## config.mk

```make
export PLATFORM = sky130hd
export DESIGN_NAME = scan_decoder
export DESIGN_NICKNAME = d
export VERILOG_FILES = /design/src/rtl/scan_decoder.sv
export SDC_FILE = /design/constraint.sdc
export NUM_CORES = 1
export LEC_CHECK = 0
export ABC_AREA = 1
export BUFFER_PORTS_ARGS = -buffer_cell sky130_fd_sc_hd__buf_2
export CAP_MARGIN = 20
export CORE_MARGIN = 2
export CORE_UTILIZATION = 45
export DETAILED_ROUTE_END_ITERATION = 10
export GPL_TIMING_DRIVEN = 0
export HOLD_SLACK_MARGIN = 0.1
export PLACE_DENSITY = 0.76
export SYNTH_ARGS = -nofsm -noshare
export SYNTH_HDL_FRONTEND = slang
export SYNTH_SLANG_ARGS = --single-unit
```

## constraint.sdc

```tcl
create_clock -name clk -period 3.3 [get_ports clk]
set_input_delay 0.66 -clock clk [delete_from_list [all_inputs] [get_ports clk]]
set_output_delay 0.66 -clock clk [all_outputs]
set_load 0.03 [all_outputs]
```

## src/rtl/scan_decoder.sv

```systemverilog
// Registered N-to-2^N line decoder with direct and auto-scan modes.
// Scan mode strobes each line for DWELL cycles, then blanks for BLANK cycles.
module scan_decoder #(
  parameter int N          = 2,
  parameter int DWELL      = 4,
  parameter int BLANK      = 1,
  parameter int ACTIVE_LOW = 1
) (
  input  logic              clk,
  input  logic              rst,
  input  logic              en_n,
  input  logic              mode,
  input  logic [N-1:0]      sel,
  output logic [2**N-1:0]   Q,
  output logic [N-1:0]      idx,
  output logic              busy,
  output logic              wrap
);

  localparam int M  = 2**N;
  localparam int MX = (DWELL > BLANK)
                    ? ((DWELL > 2) ? DWELL : 2)
                    : ((BLANK > 2) ? BLANK : 2);
  localparam int CW = $clog2(MX);

  localparam logic [CW-1:0] DLAST = CW'(DWELL - 1);
  localparam logic [CW-1:0] BLAST = CW'((BLANK > 0) ? BLANK - 1 : 0);
  localparam logic [M-1:0]  INACT = (ACTIVE_LOW != 0) ? {M{1'b1}} : {M{1'b0}};

  typedef enum logic [1:0] {
    IDLE,
    DIRECT,
    SCAN_ON,
    SCAN_GAP
  } state_t;

  state_t        state_q, state_d;
  logic [CW-1:0] cnt_q, cnt_d;
  logic [N-1:0]  idx_q, idx_d;
  logic [M-1:0]  q_q, q_d;
  logic          wrap_q, wrap_d;
  logic          on_d;
  logic          step;
  logic [M-1:0]  oh;

  always_comb begin
    state_d = state_q;
    cnt_d   = cnt_q;
    idx_d   = idx_q;
    wrap_d  = 1'b0;
    on_d    = 1'b0;
    step    = 1'b0;
    oh      = '0;
    if (en_n) begin
      state_d = IDLE;
      cnt_d   = '0;
      idx_d   = '0;
    end else if (!mode) begin
      state_d = DIRECT;
      cnt_d   = '0;
      idx_d   = sel;
      on_d    = 1'b1;
    end else begin
      unique case (state_q)
        IDLE, DIRECT: begin
          state_d = SCAN_ON;
          cnt_d   = '0;
          idx_d   = sel;
          on_d    = 1'b1;
        end
        SCAN_ON: begin
          on_d = 1'b1;
          if (cnt_q != DLAST) begin
            cnt_d = cnt_q + CW'(1);
          end else if (BLANK > 0) begin
            state_d = SCAN_GAP;
            cnt_d   = '0;
            on_d    = 1'b0;
          end else begin
            cnt_d = '0;
            step  = 1'b1;
          end
        end
        SCAN_GAP: begin
          if (cnt_q != BLAST) begin
            cnt_d = cnt_q + CW'(1);
          end else begin
            state_d = SCAN_ON;
            cnt_d   = '0;
            on_d    = 1'b1;
            step    = 1'b1;
          end
        end
        default: state_d = IDLE;
      endcase
    end
    // Advancing past the last line rolls to 0 and flags the sweep boundary.
    if (step) begin
      idx_d  = idx_q + N'(1);
      wrap_d = &idx_q;
    end
    if (on_d) oh[idx_d] = 1'b1;
    q_d = oh ^ INACT;
  end

  always_ff @(posedge clk or posedge rst) begin
    if (rst) begin
      state_q <= IDLE;
      cnt_q   <= '0;
      idx_q   <= '0;
      q_q     <= INACT;
      wrap_q  <= 1'b0;
    end else begin
      state_q <= state_d;
      cnt_q   <= cnt_d;
      idx_q   <= idx_d;
      q_q     <= q_d;
      wrap_q  <= wrap_d;
    end
  end

  assign Q    = q_q;
  assign idx  = idx_q;
  assign wrap = wrap_q;
  assign busy = (state_q == SCAN_ON) || (state_q == SCAN_GAP);

endmodule

```

## Yosys cells after proc, flatten, opt, wreduce, memory -nomap -nowiden

Cells that the tools add are included.

| storage, ports and cells | value |
|---|---|
| bits in registers | 11 |
| output and inout bits | 8 |
| word-level logic and storage cells | 49 |

| cells by class | value |
|---|---|
| add/subtract/negate cells | 2 |
| magnitude comparators | 2 |
| equal/unequal tests | 6 |
| mux-type cells | 26 |
| bitwise gates (word level) | 1 |
| reduce and logical (&&, ||, !) cells | 7 |

Operators with widths:

| cell | count |
|---|---|
| $mux 2 | 12 |
| $pmux 2 s3 | 2 |
| $mux 1 | 9 |
| $ne 4x4->1 const B | 2 |
| $add 2x1->2 const B | 2 |
| $eq 2x2->1 const B | 2 |
| $mux 4 | 1 |
| $not 4->4 | 1 |
| $reduce_and 2->1 | 2 |
| $lt 2x3->1 const B | 1 |
| $pmux 1 s3 | 1 |
| $demux 1 s2 | 1 |
| $eq 2x1->1 const B | 1 |
| $ge 2x1->1 const B | 1 |
| $logic_not 2->1 | 1 |
| $ne 2x2->1 const B | 1 |
| $reduce_bool 2->1 | 1 |
| $reduce_or 2->1 | 1 |
| $logic_and 1x1->1 | 1 |
| $logic_or 1x1->1 | 1 |

## Longest topological paths before layout

| logic depth | value |
|---|---|
| word-level depth | 12 |
| depth in mapped cells | 8 |
| depth with buffers taken out | 8 |

## Least setup slack after synthesis

Ideal clock, no wire load.

| timing | value |
|---|---|
| path type | reg2out |
| from | register state_q[1] |
| to | output port busy |
| data arrival time | 795 ps |
| data required time | 2640 ps |
| path slack | 1845 ps |
| cell stages (with the launch flop) | 3 |
| path buffers | 2 |
| cells stage by stage | dfrtp_1 buf_2 clkbuf_1 |

| on the way | value |
|---|---|
| longest elaborated chain between the ends | 2 |
| elaborated cells on any way between the ends | 3 |
| classes of those cells | eq/ne: 2; reduce/logical: 1 |

Ends and longest elaborated chain:

| item | line | RTL |
|---|---|---|
| start: declaration | 37 | `state_t state_q, state_d;` |
| start signal: assignment | 114 | `state_q <= state_d;` |
| $eq 2x2->1 | 125 | `assign busy = (state_q == SCAN_ON) \|\| (state_q == SCAN_GAP);` |
| $logic_or 1x1->1 (*) | 125 |  |
| end: declaration | 16 | `output logic busy,` |

Mark *: on every way between the ends. The rest lies on a longest branch, timed or not.

## Worst setup path after layout

Ends and elaborated chain as after synthesis.

==> impl_metrics.csv <==
group,metric,value,unit
timing,fin_ws,1.56,ns
setup_path,cp_slowest_cell,"dfrtp_1",
setup_path,crit_chain,"buf_2 > clkbuf_1 > buf_2",
power,p_total,0.287,mW
timing,slew_headroom,72.5,%
logic_synthesis,netlist_instances,68,
cts,htree_levels,1,
placement,hpwl,793,um
timing,setup_viol_count_final,0,
cts,max-clock-path-buffers,2,
min_path,hp-class,"input port to async pin",
route,routed_wl,1.04,mm
power,cellPowerDensity,396,nW/um2
timing,skew,0.000619,ns
setup_path,critPathKind,"flop to output port",
cts,cts_tree,"yes",
floorplanning,die_x,40.9,um
route,viasPerCell,4.81,
setup_path,setup.worst_path.start_class,"flop",
global_routing,busiest_layer,"met2",
cts,postCtsResizedCells,0,
route,wire_per_inst,10.4,um
outcome,status,"completed",
cts,clk_pin_slew,0.07,ns
cts,cts.sinks,11,
timing,setup_tns,0,ns
route,detail-route-antenna-nets,0,
timing,fmax,574,MHz
global_routing,grt_overflow,0,
cells_and_area,fin_cells,100,
logic_synthesis,async_flop_share,100,%
global_routing,grt_use_met3,3.26,%
logic_synthesis,synth_edf_count,0,
setup_path,regToRegEndpoint,"Q[3]",
global_routing,grt_pass1_vias,397,
logic_synthesis,syn_area,613,um2
logic_synthesis,ys_top_cells_by_area,"dfrtp_1 29%, dfstp_2 17%, ha_1 8.2%, inv_1 7.3%, nand2_1 5.5%",
logic_synthesis,synth_cell_types,23,
global_routing,grt_pass1_wl,1.56,mm
logic_synthesis,yosysTopAreaCellShare,28.6,%
cells_and_area,postLayoutCoreUtil,56.3,%
logic_synthesis,yosysSeqAreaShare,45.7,%
logic_synthesis,yosysWarnings,0,
logic_synthesis,ys_ff_latch,11,
route,vias,481,
floorplanning,core,1280,um2
timing,period_minus_slack,1.74,ns
floorplanning,io_pins,14,
flow_run,drv_cap,0,
cells_and_area,drive_above_1_share,40.0,%
logic_synthesis,synth_commonest_cells,"12 x inv_1, 9 x nand2_1, 7 x dfrtp_1",
cts,cts_buffers,3,
logic_synthesis,ys.flop_type,"dfrtp_1",
logic_synthesis,synth.most_common_cell,"inv_1",
global_routing,use_met2,23.8,%
setup_path,r2r_start,"cnt_q[0]",
floorplanning,fp.dieArea,1670,um2
placement,place_congestion,0.788,
setup_path,worstPathRequired,2.64,ns
cells_and_area,final_cell_area,723,um2
setup_path,worstSetupEndpointType,"output port",
timing,slew_viol_final,0,
logic_synthesis,yosysTopAreaCell,"dfrtp_1",
placement,pre_cts_ws,1.82,ns
timing,final_hold_viol_count,0,
cells_and_area,diodes,0,
global_routing,grt_use_total,14.7,%
cells_and_area,num-nets-final,96,
setup_path,slowest_delay,0.32,ns
timing,rsz0062_at_grt,"false",
placement,portBuffers,13,
timing,fin_crit_sh,52.8,%
cts,root_buffer,"clkbuf_4",
logic_synthesis,syn_area_per_cell,9.02,um2
global_routing,grt_max_degree,12,
setup_path,r2r_setup_slack,1.97,ns
power,p_leak,0.365,nW
route,drt_iter0_drc,13,
placement,dpl.cell_count,96,
route,drc_errors,0,
setup_path,crit_arrival,1.08,ns
timing,worst_hold_slack,0.361,ns
cts,ctsHoldBuffers,0,
cts,clk_latency,0.27,ns
setup_path,path_max_fanout,9,
setup_path,r2r_cells,7,
timing,worstMarginPinSlew,0.412,ns
cells_and_area,area.growth.synth_to_final,18.0,%
placement,placed_cell_area,697,um2
logic_synthesis,synth_nets,78,
route,dr.pass1.iters,4,
floorplanning,die_y,40.9,um
floorplanning,rows,13,
global_routing,antenna_found_initial,0,
cts,cts_setup_buffers,0,
power,max-vdd-ir-drop,201,uV
floorplanning,start_util,47.7,%
setup_path,cp_common_cell,"buf_2",
global_routing,grt_use_met1,17.1,%
-- state kept, by name, indices dropped and copies added, names as in the netlist --
| register | cells |
|---|---|
| wrap | 1 |
| Q | 4 |
| cnt_q | 2 |
| idx | 2 |
| state_q | 2 |
-- area by class of cell --
| class | instances | area [um2] |
|---|---|---|
| buffer | 2 | 8.76 |
| timing repair buffer | 13 | 65.1 |
| tap | 15 | 18.8 |
| multi-input combinational | 41 | 272 |
| fill | 120 | 562 |
| inverter | 14 | 52.6 |
| sequential | 11 | 280 |
| clock buffer | 4 | 26.3 |
-- kinds of logic after synthesis --
logic type / share of synthesized area (%)
simple gates: 31.0
compound gates: 5.10
buf+inv: 10.0
fa+ha+maj: 8.16
flops: 45.7
-- power by group --
part           switching (mW)  total [mW]  internal, mW
clock                  0.0491      0.0960        0.0468
combinational          0.0318      0.0458        0.0140
sequential            0.00316       0.145         0.142
-- layer usage --
metal	part of all wire (%)	routed length, um	up-vias
li1	-	-	247
met1	45	472	219
met2	49	509	13
met3	4.6	48	2
met4	1.3	14	0
met5	0	0	-
-- how the worst max path moves through the flow --
stage                      end  startpoint  depth (start not counted)  slack [ns]
after floorplan           busy  state_q[1]                          2        1.84
after global placement    Q[3]        en_n                          7        1.83
after detailed placement  Q[3]        en_n                          7        1.82
after CTS                 busy  state_q[1]                          3        1.55
after global routing      busy  state_q[1]                          3        1.47
final                     busy  state_q[1]                          3        1.56
-- layout by cell type (no fill, tap or decap), drive strengths merged --
cell and n:
buf 14, nand2 14, inv 13, nand3 8
nor2 8, dfrtp 7, clkbuf 5, dfstp 4
ha 4, o21ai 2, nand4 1, clkinv 1
nor3b 1, a22oi 1, or2 1, a31oi 1
-- worst max-delay path, delay by kind of cell (launching register included) --
family                 cells  cell delay, ns
buffers and inverters      3            0.49
DFF                        1            0.32
No activity file was read; power rests on OpenSTA's default activity.
